[src/rtl/acc_cpu_core.sv]
// Multi-cycle accumulator CPU core with a req/ready memory port.
// Each instruction walks FETCH -> DECODE -> [INDIRECT] -> OPERAND/STORE -> EXEC.
// The memory port tolerates any number of wait cycles. HLT parks the core
// until reset.
module acc_cpu_core #(
  parameter int                DATA_W   = 8,
  parameter int                ADDR_W   = 4,
  parameter logic [ADDR_W-1:0] RESET_PC = '0
) (
  input  logic              CLK,
  input  logic              RST_N,
  output logic              mem_req,
  output logic              mem_we,
  output logic [ADDR_W-1:0] mem_addr,
  output logic [DATA_W-1:0] mem_wdata,
  input  logic [DATA_W-1:0] mem_rdata,
  input  logic              mem_ready,
  output logic [ADDR_W-1:0] pc,
  output logic [DATA_W-1:0] ac,
  output logic              e_flag,
  output logic              halted
);

  typedef enum logic [2:0] {
    S_FETCH    = 3'd0,
    S_DECODE   = 3'd1,
    S_INDIRECT = 3'd2,
    S_OPERAND  = 3'd3,
    S_EXEC     = 3'd4,
    S_STORE    = 3'd5,
    S_HALT     = 3'd6
  } state_t;

  localparam logic [2:0] OP_ADD = 3'b000;
  localparam logic [2:0] OP_SUB = 3'b001;
  localparam logic [2:0] OP_XOR = 3'b010;
  localparam logic [2:0] OP_SHL = 3'b011;
  localparam logic [2:0] OP_LDA = 3'b100;
  localparam logic [2:0] OP_STA = 3'b101;
  localparam logic [2:0] OP_CMA = 3'b110;
  localparam logic [2:0] OP_JMP = 3'b111;

  state_t              state;
  state_t              state_nxt;
  logic [DATA_W-1:0]   ir;
  logic [ADDR_W-1:0]   ar;
  logic [DATA_W-1:0]   dr;
  logic                req_raw;
  logic                we_raw;
  logic                done;
  logic                ind;
  logic [2:0]          opcode;
  logic [ADDR_W-1:0]   addr_f;

  // Instruction fields: I bit on top, opcode below it, address in the low bits.
  assign ind    = ir[DATA_W-1];
  assign opcode = ir[DATA_W-2:DATA_W-4];
  assign addr_f = ir[ADDR_W-1:0];

  // A transfer completes only on an edge where we request and memory is ready.
  assign done = req_raw & mem_ready;

  // Reset forces the request and the halt indication low without waiting for a clock.
  assign mem_req   = req_raw & RST_N;
  assign mem_we    = we_raw & RST_N;
  assign halted    = (state == S_HALT) & RST_N;
  assign mem_wdata = ac;

  // EXEC result as {E, AC}; operations that leave E alone pass the old flag through.
  function automatic logic [DATA_W:0] alu(input logic [2:0]        op,
                                          input logic [DATA_W-1:0] a,
                                          input logic [DATA_W-1:0] d,
                                          input logic              e);
    logic [DATA_W:0] r;
    case (op)
      OP_ADD:  r = {1'b0, a} + {1'b0, d};
      OP_SUB:  r = {(a >= d), a - d};
      OP_XOR:  r = {e, a ^ d};
      OP_SHL:  r = {a, 1'b0};
      OP_LDA:  r = {e, d};
      default: r = {e, a};
    endcase
    return r;
  endfunction

  // State register.
  always_ff @(posedge CLK or negedge RST_N) begin
    if (!RST_N) state <= S_FETCH;
    else        state <= state_nxt;
  end

  // Next-state decode and memory-port drive; port signals depend only on state.
  always_comb begin
    state_nxt = state;
    req_raw   = 1'b0;
    we_raw    = 1'b0;
    mem_addr  = ar;
    case (state)
      S_FETCH: begin
        req_raw  = 1'b1;
        mem_addr = pc;
        if (mem_ready) state_nxt = S_DECODE;
      end
      S_DECODE: begin
        if (opcode == OP_CMA)      state_nxt = S_FETCH;
        else if (opcode == OP_JMP) state_nxt = ind ? S_HALT : S_FETCH;
        else if (ind)              state_nxt = S_INDIRECT;
        else if (opcode == OP_STA) state_nxt = S_STORE;
        else                       state_nxt = S_OPERAND;
      end
      S_INDIRECT: begin
        req_raw = 1'b1;
        if (mem_ready) state_nxt = (opcode == OP_STA) ? S_STORE : S_OPERAND;
      end
      S_OPERAND: begin
        req_raw = 1'b1;
        if (mem_ready) state_nxt = S_EXEC;
      end
      S_EXEC: begin
        state_nxt = S_FETCH;
      end
      S_STORE: begin
        req_raw = 1'b1;
        we_raw  = 1'b1;
        if (mem_ready) state_nxt = S_FETCH;
      end
      default: begin
        state_nxt = S_HALT;
      end
    endcase
  end

  // Architectural registers; memory-fed ones update only on a completing edge.
  always_ff @(posedge CLK or negedge RST_N) begin
    if (!RST_N) begin
      pc     <= RESET_PC;
      ac     <= '0;
      e_flag <= 1'b0;
      ir     <= '0;
      ar     <= '0;
      dr     <= '0;
    end else begin
      case (state)
        S_FETCH: begin
          if (done) begin
            ir <= mem_rdata;
            pc <= pc + ADDR_W'(1);
          end
        end
        S_DECODE: begin
          ar <= addr_f;
          if (opcode == OP_CMA)                ac <= ~ac;
          else if (opcode == OP_JMP && !ind)   pc <= addr_f;
        end
        S_INDIRECT: begin
          if (done) ar <= mem_rdata[ADDR_W-1:0];
        end
        S_OPERAND: begin
          if (done) dr <= mem_rdata;
        end
        S_EXEC: begin
          {e_flag, ac} <= alu(opcode, ac, dr, e_flag);
        end
        default: begin
        end
      endcase
    end
  end

endmodule

[config.mk]
export PLATFORM = sky130hd
export DESIGN_NAME = acc_cpu_core
export DESIGN_NICKNAME = d
export VERILOG_FILES = /design/src/rtl/acc_cpu_core.sv
export SDC_FILE = /design/constraint.sdc
export NUM_CORES = 1
export LEC_CHECK = 0
export CORE_MARGIN = 4
export CORE_UTILIZATION = 50
export DETAILED_ROUTE_END_ITERATION = 12
export PLACE_DENSITY_LB_ADDON = 0.15
export SYNTH_ARGS = -nofsm -noshare
export SYNTH_HDL_FRONTEND = slang
export SYNTH_SLANG_ARGS = --single-unit
[constraint.sdc]
create_clock -name CLK -period 3.6 [get_ports CLK]
set_clock_uncertainty 0.1 [all_clocks]
set_input_delay 1.08 -clock CLK [delete_from_list [all_inputs] [get_ports CLK]]
set_output_delay 1.08 -clock CLK [all_outputs]
set_load 0.03 [all_outputs]
==> results.py <==
metrics = {
    "final_layout": {
        "syn_to_final_growth_pct": 16.9,
        "finalNonFillerCells": 445,
        "drive_gt1_frac": 0.139,
        "design_area_mm2": 0.00346,
        "antenna_cells": 0,
        "layout.nets": 402,
        "fin_util": 0.617,
    },
    "synthesis": {
        "yosysTopAreaCellShare": 0.304,
        "synth_largest_area_cell": "dfrtp_1",
        "synth_mux_area_frac": 0.0786,
        "syn_area_mm2": 0.00296,
        "synthXorXnorAreaFrac": 0.0178,
        "synth_top_family_by_area": "compound AO/OA/AOI/OAI gates",
        "synth-main-ff-cell": "dfrtp_1",
        "synth-simple-area-share": 0.187,
        "synth_compound_area_frac": 0.247,
        "async_reset_ff_frac": 1.00,
        "ys_warn_count": 0,
        "synth-seq-area-share": 0.304,
        "synthCells": 343,
        "synth-seq-cells": 36,
        "synth.avg_cell_area_um2": 8.63,
        "yosys-top-cells-area": "dfrtp_1, ha_1, mux2_2, a21oi_1, o21ai_0",
        "yosys.area_share.adder": 0.0854,
        "yosys.cell_types.count": 64,
        "synth_edf_count": 0,
        "syn_nets": 373,
    },
    "die": {
        "die_h_um": 84.9,
        "core-area_mm2": 0.00561,
        "die_w_um": 84.9,
        "dieArea_mm2": 0.00722,
        "num_rows": 27,
        "io_pins": 39,
        "initial_core_util": 0.528,
    },
    "placed_design": {
        "hpwlAfterDp_mm": 6.11,
        "gp_congestion": 0.947,
        "dp_slack_ns": 0.587,
        "portBuffers": 38,
        "place_area_mm2": 0.00335,
        "placedCellCount": 437,
    },
    "power_and_ir_drop": {
        "p_per_area_mw_per_mm2": 237,
        "switching_share": 0.234,
        "power_frac_clock": 0.467,
        "max-vdd-ir-drop_mv": 0.233,
        "switching_power_w": 0.000192,
        "p_comb_frac": 0.039,
        "p_int_w": 0.000627,
        "seq_power_share": 0.494,
        "leakagePower_nw": 1.53,
    },
    "route": {
        "first_pass_iters": 4,
        "initialDrtViolationCount": 112,
        "drtAntennaViolNets": 0,
        "drcViolationCount": 0,
        "avgViaCountPerCell": 6.06,
        "drt_wl_total_mm": 8.04,
        "wl_per_cell_um": 18.1,
        "vias": 2697,
    },
    "critical_path": {
        "cp_max_fo": 12,
        "cp.arrival_ns": 2.16,
        "end_kind": "output pin",
        "crit_required_ns": 2.42,
        "worst-setup-path-type": "reg2out",
        "startpoint_type": "flip-flop",
    },
    "timing": {
        "worstMarginPinSlew_ns": 0.822,
        "rsz0062_at_grt": "false",
        "finalSetupViolCount": 0,
        "fmax_ghz": 0.299,
        "report.final.slew_viol_count": 0,
        "fin_crit_ns": 3.34,
        "period_share": 0.928,
        "finalWorstSetupSlack_ns": 0.260,
        "setup_tns_ns": 0,
        "slew_headroom": 0.451,
        "hold_viol_final": 0,
    },
    "clock_tree": {
        "numCtsBuffers": 5,
        "insertion_delay_ns": 0.29,
        "cts_root_buffer": "clkbuf_8",
        "cts_resized": 0,
        "clkSinkCount": 36,
        "path_clk_slew_ns": 0.08,
        "cts_setup_buffers": 0,
        "cts_buffer_depth": 2,
        "cts.htree.levels": 2,
        "cts_hold_buf": 0,
        "cts_tree": "built",
    },
    "outcome": {
        "outcome": "complete, no violations",
    },
    "global_route": {
        "grt_pass1_vias": 2638,
        "grt_pass1_wl_mm": 13.3,
        "grtUsageTotal": 0.229,
        "antenna_found_initial": 0,
        "grt_max_degree": 37,
        "overflow": 0,
    },
    "job": {
        "cap_viol_max_count": 0,
    },
    "worst_hold_path": {
        "hold_class": "reg2reg",
    },
}
worst paths after layout:
check	start	endpoint	slack, ns	cells after the start
setup / recovery	state[2]	mem_addr[3]	0.26	3
hold reg to reg	ar[1]	ar[1]	0.41	2
hold / removal	ar[1]	ar[1]	0.41	2
setup reg to reg	ac[1]	ac[6]	1.06	8
min in group asynchronous	RST_N	ac[6]	0.80	2
max in group asynchronous	RST_N	pc[1]	2.24	2
power by group through the flow:
stage	registers [W]	logic, W	clock network (W)
4_1_cts	0.000405	0.0000324	0.000383
3_5_place_dp	0.000413	0.0000323	0
5_1_grt	0.000405	0.0000352	0.000404
2_1_floorplan	0.000413	0.00000650	0
3_3_place_gp	0.000413	0.0000321	0
6_report	0.000405	0.0000317	0.000382
logic make-up after synthesis:
group                    after synthesis
XOR/XNOR                               6
adder cells (fa/ha/maj)               19
flip-flops                            36
buffers and inverters                 49
AND/OR/NAND/NOR                      103
multiplexers                          21
AO/OA/AOI/OAI                        109
critical path, cell delays in order, from the launching register on:
cell,delay [ns]
dfrtp_1,0.51
nor3_2,0.38
mux2_2,0.38
clkdlybuf4s50_1,0.60
cells in the mapped netlist, drive strengths merged (3+ instances only):
master,instances
dfrtp,36
o21ai,28
nor2,26
a21oi,25
inv,22
buf,20
nand2,19
mux2,18
ha,17
nand3,17
clkbuf,7
nor2b,7
o22ai,7
nor3,6
nor3b,6
a31oi,5
o21a,4
o21bai,4
o221ai,4
mux2i,3
nand2b,3
nor4,3
xnor2,3
xor2,3
cells in the final DEF, fill, tap and decap left out, types with 3 or more instances in the layout:
cell	netlist	final
nor2_1	25	25
o21bai_1	4	4
mux2i_1	3	3
nor3b_1	3	3
a31oi_1	5	5
a21oi_1	25	25
dfrtp_1	36	36
buf_4	9	14
o221ai_1	4	4
ha_1	17	17
inv_1	22	22
clkbuf_8	0	5
mux2_2	18	18
o21ai_1	3	3
xor2_1	3	3
o21ai_0	25	25
nor2b_1	7	7
nand2b_1	3	3
nor3_1	5	5
nand2_1	19	19
nor3b_2	3	3
o22ai_1	7	7
xnor2_1	3	3
nand3_1	17	17
clkdlybuf4s50_1	0	34
o21a_1	4	4
nor4_1	3	3
per-layer routing:
metal  track usage  up-vias  part of all wire
li1              -     1300                 -
met1         0.316     1301              0.44
met2         0.374       85              0.49
met3        0.0340       11             0.058
met4        0.0647        0             0.016
met5             0        -                 0
layout make-up:
type	instances	area, µm²
clock inverter	3	46.3
timing repair buffer	49	450
multi-input combinational	258	1820
clock buffer	5	68.8
sequential	36	901
tap	72	90.1
fill	504	2150
inverter	22	82.6
flip-flops by register name, summed over array words and instances, names as in the netlist:
| register | cells |
|---|---|
| e_flag | 1 |
| ir | 8 |
| ar | 4 |
| pc | 4 |
| state | 3 |
| dr | 8 |
| ac | 8 |
through the flow:
stage / hold WS, ns / power [W]
floorplan: 0.362 / 0.000419
global placement: 0.397 / 0.000445
detailed placement: 0.409 / 0.000445
CTS: 0.427 / 0.000821
global route: 0.470 / 0.000844
finish: 0.413 / 0.000819
Power figures use the tool's default switching activity.
